$ cat src/rtl/mod_accum_seq.sv
// Dot-product sequencer: streams terms into an external accumulator pipe, then reduces its result mod MODULUS.
// Result appears 5 cycles after capture. in_ready is high only while feeding. The result is held until res_ready.
module mod_accum_seq #(
  parameter int MODULUS    = 177147,
  parameter int LEN_W      = 8,
  parameter int PIPE_LAT   = 4,
  parameter int TRUNC_TAIL = 5
) (
  input  logic             clk,
  input  logic             reset_n,
  input  logic             start,
  input  logic [LEN_W-1:0] len,
  input  logic             in_valid,
  input  logic [20:0]      in_data,
  output logic             in_ready,
  output logic [20:0]      digit_in,
  output logic             clear_1,
  output logic             clear_2,
  output logic             clear_3,
  output logic             trunc_ena,
  input  logic [21:0]      accum_,
  output logic             busy,
  output logic             res_valid,
  output logic [17:0]      res_data,
  input  logic             res_ready
);

  localparam int DW = $clog2(PIPE_LAT + 1);

  typedef enum logic [2:0] {S_IDLE, S_FEED, S_DRAIN, S_REDUCE, S_OUT} state_t;

  state_t           r_state;
  logic [LEN_W-1:0] r_len;
  logic [LEN_W-1:0] r_cnt;
  logic [LEN_W-1:0] r_thr;
  logic [DW-1:0]    r_dcnt;
  logic [2:0]       r_k;
  logic [21:0]      r_acc;
  logic [20:0]      r_digit;
  logic             r_clear_1;
  logic             r_clear_2;
  logic             r_clear_3;
  logic             r_trunc;
  logic             r_res_valid;
  logic [17:0]      r_res_data;

  logic             w_xfer;
  logic [LEN_W-1:0] w_cnt_inc;
  logic [LEN_W-1:0] w_thr;
  logic [21:0]      w_sub;
  logic [21:0]      w_acc_nxt;

  assign w_xfer    = (r_state == S_FEED) && in_valid;
  assign w_cnt_inc = r_cnt + 1'b1;
  // Index of the first term that must run with truncation disabled.
  assign w_thr     = (int'(len) > TRUNC_TAIL) ? LEN_W'(int'(len) - TRUNC_TAIL) : '0;

  // Binary long-division steps: subtract 16M, 8M, 4M, 2M, M in turn; r < 32M on entry.
  assign w_sub     = 22'((32'd16 >> r_k) * MODULUS);
  assign w_acc_nxt = (r_acc >= w_sub) ? (r_acc - w_sub) : r_acc;

  always_ff @(posedge clk or negedge reset_n) begin
    if (!reset_n) begin
      r_state     <= S_IDLE;
      r_len       <= '0;
      r_cnt       <= '0;
      r_thr       <= '0;
      r_dcnt      <= '0;
      r_k         <= '0;
      r_acc       <= '0;
      r_digit     <= '0;
      r_clear_1   <= 1'b1;
      r_clear_2   <= 1'b1;
      r_clear_3   <= 1'b1;
      r_trunc     <= 1'b1;
      r_res_valid <= 1'b0;
      r_res_data  <= '0;
    end else begin
      r_clear_2 <= r_clear_1;
      r_clear_3 <= r_clear_2;
      r_digit   <= '0;
      case (r_state)
        S_IDLE: begin
          if (start && (len != '0)) begin
            r_len     <= len;
            r_thr     <= w_thr;
            r_cnt     <= '0;
            r_clear_1 <= 1'b0;
            r_state   <= S_FEED;
          end
        end
        S_FEED: begin
          if (w_xfer) begin
            r_digit <= in_data;
            r_cnt   <= w_cnt_inc;
            if (r_cnt == r_thr) begin
              r_trunc <= 1'b0;
            end
            if (w_cnt_inc == r_len) begin
              r_dcnt  <= '0;
              r_state <= S_DRAIN;
            end
          end
        end
        S_DRAIN: begin
          if (r_dcnt == DW'(PIPE_LAT - 1)) begin
            r_acc     <= accum_;
            r_k       <= '0;
            r_trunc   <= 1'b1;
            r_clear_1 <= 1'b1;
            r_state   <= S_REDUCE;
          end else begin
            r_dcnt <= r_dcnt + 1'b1;
          end
        end
        S_REDUCE: begin
          r_acc <= w_acc_nxt;
          r_k   <= r_k + 1'b1;
          if (r_k == 3'd4) begin
            r_res_data  <= w_acc_nxt[17:0];
            r_res_valid <= 1'b1;
            r_state     <= S_OUT;
          end
        end
        S_OUT: begin
          if (res_ready) begin
            r_res_valid <= 1'b0;
            r_state     <= S_IDLE;
          end
        end
        default: r_state <= S_IDLE;
      endcase
    end
  end

  assign in_ready  = (r_state == S_FEED);
  assign busy      = (r_state != S_IDLE);
  assign digit_in  = r_digit;
  assign clear_1   = r_clear_1;
  assign clear_2   = r_clear_2;
  assign clear_3   = r_clear_3;
  assign trunc_ena = r_trunc;
  assign res_valid = r_res_valid;
  assign res_data  = r_res_data;

endmodule

$ cat config.mk
export PLATFORM = sky130hd
export DESIGN_NAME = mod_accum_seq
export DESIGN_NICKNAME = d
export VERILOG_FILES = /design/src/rtl/mod_accum_seq.sv
export SDC_FILE = /design/constraint.sdc
export NUM_CORES = 1
export LEC_CHECK = 0
export CELL_PAD_IN_SITES_DETAIL_PLACEMENT = 1
export CELL_PAD_IN_SITES_GLOBAL_PLACEMENT = 1
export CORE_MARGIN = 2
export CORE_UTILIZATION = 35
export CTS_CLUSTER_DIAMETER = 50
export DETAILED_ROUTE_END_ITERATION = 8
export GPL_ROUTABILITY_DRIVEN = 0
export GPL_TIMING_DRIVEN = 0
export PLACE_DENSITY = 0.72
export SYNTH_ARGS = -nofsm -noshare
export SYNTH_HDL_FRONTEND = slang
export SYNTH_SLANG_ARGS = --single-unit
export TNS_END_PERCENT = 10
$ cat constraint.sdc
create_clock -name clk -period 19.4 [get_ports clk]
set_clock_uncertainty 0.1 [all_clocks]
set_input_delay 3.88 -clock clk [delete_from_list [all_inputs] [get_ports clk]]
set_output_delay 3.88 -clock clk [all_outputs]
set_load 0.005 [all_outputs]
==> impl_metrics.json <==
{
  "ys_warn_count": 0,
  "coreArea_mm2": 0.02196,
  "syn_to_final_growth_pct": 21.92,
  "routed_wl_um": 22130,
  "synth_cell_types": 68,
  "tightest_slew_ns": 1.035,
  "cap_violations": 0,
  "synth.cell_area_mm2": 0.007876,
  "clkTransAtPathRegs_ns": 0.07,
  "synth-main-ff-cell": "dfrtp_1",
  "clock_latency_ns": 0.35,
  "synth_common_cells": "123 x ha_1, 95 x dfrtp_1, 85 x nand2_1",
  "finalCriticalPeriod_ns": 8.733,
  "antenna_found_initial": 0,
  "drive_gt1_share_pct": 6.057,
  "start_kind": "flip-flop",
  "cts_resized": 0,
  "antenna_cells": 0,
  "ant_nets": 0,
  "post_cts_buffers": 0,
  "synth-xor-area-share_pct": 7.450,
  "synth_edf_count": 0,
  "cts_made_buffers": 9,
  "rsz0062_at_grt": "no",
  "period_share_pct": 45.01,
  "async_flop_share_pct": 100.0,
  "syn_inst": 823,
  "arrival_ns": 8.84,
  "synth_largest_area_cell": "dfrtp_1",
  "drc": 0,
  "cp-end-kind": "flip-flop",
  "cts_tree": "yes",
  "fin_setup_tns_ns": 0,
  "required_ns": 19.51,
  "holdCritStartpoint": "clear_2$_DFF_PN1_",
  "cts_buffer_depth": 2,
  "cts_hold_buf": 0,
  "hold_path.class": "flip-flop to flip-flop",
  "setup_slack_ns": 10.67,
  "cts.sinks": 99,
  "synth_top_area_share_pct": 30.18,
  "yosysSeqAreaShare_pct": 31.52,
  "initial_core_util_pct": 35.87,
  "synth_compound_area_share_pct": 15.50,
  "port_buffers": 101,
  "slowest_stage": "o211ai_2",
  "max_freq_mhz": 114.5,
  "relSlewSlack_pct": 30.60,
  "row_count": 54,
  "io_pins": 102,
  "synth.area.top_cells": "dfrtp_1 30%, ha_1 20%, fa_1 4.1%",
  "report.final.slew_viol_count": 0,
  "grt_pass1_wl_um": 36270,
  "worstSetupPathType": "flip-flop to flip-flop",
  "dp_slack_ns": 10.71,
  "die_area_mm2": 0.02372,
  "synth_most_common_cell": "ha_1",
  "vias": 6352,
  "die_h_um": 154.0,
  "postSynthAreaPerCell_um2": 9.570,
  "place_area_mm2": 0.009263,
  "root_buffer": "clkbuf_16",
  "die_x_um": 154.0,
  "cts_max_level": 3,
  "synth_nets": 1018,
  "cp_max_fo": 13,
  "whs_endpoint": "clear_3$_DFF_PN1_",
  "hold_depth": 0,
  "max_stage_delay_ns": 0.62,
  "r2r_end": "r_acc[12]$_DFFE_PN0P_",
  "design_area_mm2": 0.009603,
  "grt_overflow": 0,
  "drt_iter0_markers": 208,
  "final_net_count": 1131,
  "grt_pass1_vias": 6867,
  "ys_ff_latch": 99,
  "muxShareOfSynthArea_pct": 3.177,
  "rr_startpoint": "r_k[0]$_DFFE_PN0P_",
  "synth_top_family_by_area": "adder cells",
  "drt_first_pass_iters": 4,
  "viasPerCell": 5.202,
  "grt_start_max_net_pins": 65,
  "track_usage_pct": 19.27,
  "crit_top_cell": "ha_1",
  "finalSetupViolations": 0,
  "rrSetupSlack_ns": 10.67,
  "hpwl_um": 17670,
  "synth_fa_ha_area_share_pct": 23.61,
  "synth-simple-area-share_pct": 13.80,
  "r2r_cells": 31,
  "hold_violations": 0,
  "wl_per_cell_um": 18.12,
  "status": "complete, no violations"
}
[layout by cell type, fill, tap and decap left out, types with 3 or more instances in the layout]
cell | Yosys | layout
ha_1 | 123 | 123
clkdlybuf4s50_1 | 0 | 100
dfrtp_1 | 95 | 95
nand2_1 | 85 | 85
inv_1 | 70 | 70
nor2_1 | 41 | 41
o21ai_0 | 38 | 38
a21oi_1 | 36 | 36
xor2_1 | 35 | 35
xnor2_1 | 32 | 32
and3_1 | 28 | 28
a21o_1 | 21 | 21
clkbuf_1 | 15 | 16
mux2i_1 | 16 | 16
fa_1 | 16 | 16
nand3_1 | 14 | 14
nor2b_1 | 10 | 10
and2_1 | 10 | 10
o31ai_1 | 10 | 10
nor3_1 | 9 | 9
o21ai_1 | 9 | 9
a22o_1 | 9 | 9
clkbuf_16 | 0 | 9
mux2_2 | 8 | 8
a211oi_1 | 7 | 7
a221o_1 | 6 | 6
nand4_1 | 5 | 5
buf_4 | 3 | 4
dfstp_2 | 4 | 4
a31o_2 | 3 | 3
or2_2 | 3 | 3
or3_1 | 3 | 3
o21bai_1 | 3 | 3
a31oi_1 | 3 | 3
o211ai_1 | 3 | 3
nor4_1 | 3 | 3
bufinv_16 | 0 | 3
[worst max-delay path, delay by kind of cell (launching register included)]
| family | cells | cell delay (ns) |
|---|---|---|
| AOI/OAI and AO/OA | 10 | 2.59 |
| and+or+nand+nor | 5 | 1.13 |
| xor gates and xnor gates | 2 | 0.33 |
| DFF | 1 | 0.48 |
| buffers and inverters | 5 | 1.08 |
| adders and majority gates | 9 | 2.89 |
[cells by family after synthesis]
| family | count (synthesis) |
|---|---|
| and+or+nand+nor | 222 |
| AOI/OAI and AO/OA | 176 |
| adders and majority gates | 139 |
| DFF | 99 |
| buffers and inverters | 94 |
| xor gates and xnor gates | 67 |
| muxes | 24 |
| other | 2 |
[worst max-delay path by stage]
stage / startpoint / endpoint / slack [ns] / cells past startpoint
final: r_k[0]$_DFFE_PN0P_ / r_acc[12]$_DFFE_PN0P_ / 10.67 / 31
after detailed placement: r_k[0]$_DFFE_PN0P_ / r_acc[12]$_DFFE_PN0P_ / 10.71 / 31
after CTS: r_k[0]$_DFFE_PN0P_ / r_acc[12]$_DFFE_PN0P_ / 10.64 / 31
after floorplan: r_k[0]$_DFFE_PN0P_ / r_acc[15]$_DFFE_PN0P_ / 12.27 / 30
after global routing: r_k[0]$_DFFE_PN0P_ / r_acc[12]$_DFFE_PN0P_ / 10.14 / 31
after global placement: reset_n / res_data[8]$_DFFE_PN0P_ / 10.39 / 1
[per-stage QoR]
| stage | hold WS (ns) | util (%) | std cells |
|---|---|---|---|
| 2_1_floorplan | 0.2623 | - | 823 |
| 3_3_place_gp | 0.2549 | 42.07 | 1204 |
| 3_5_place_dp | 0.2564 | 42.18 | 1205 |
| 4_1_cts | 0.2680 | 43.73 | 1221 |
| 5_1_grt | 0.2739 | 43.73 | 1221 |
| 6_report | 0.2669 | 43.73 | 1221 |
[per-layer routing]
metal  share of wire (%)  vias up  wire length [µm]  global-route usage [%]
li1                    -     3089                 -                       -
met3                 4.5       23               986                   3.946
met2                  49       96             10800                   33.65
met1                  45     3144              9972                   24.42
met4                 1.7        0               367                   4.673
met5                   0        -                 0                       0
[layout make-up]
| type | instances | area [µm²] |
|---|---|---|
| plain buffers | 23 | 115.1 |
| fillers | 2536 | 12360 |
| clock inverters | 6 | 111.4 |
| flip-flops and latches | 99 | 2482 |
| well taps | 280 | 350.3 |
| multi-input cells | 630 | 5012 |
| inverters | 71 | 266.5 |
| clock buffers | 10 | 229.0 |
| repair buffers | 102 | 1036 |
[registers in the layout (all words and copies together) (netlist names)]
name	cells
res_data	18
r_len	8
r_thr	8
r_cnt	8
digit_in	21
clear_3	1
res_valid	1
r_acc	22
trunc_ena	1
r_dcnt	3
r_k	3
clear_1	1
r_state	3
clear_2	1
Power is left out: the tool's default activity adds up to more than one toggle a clock period on the data nets, which glitch-free logic cannot reach.
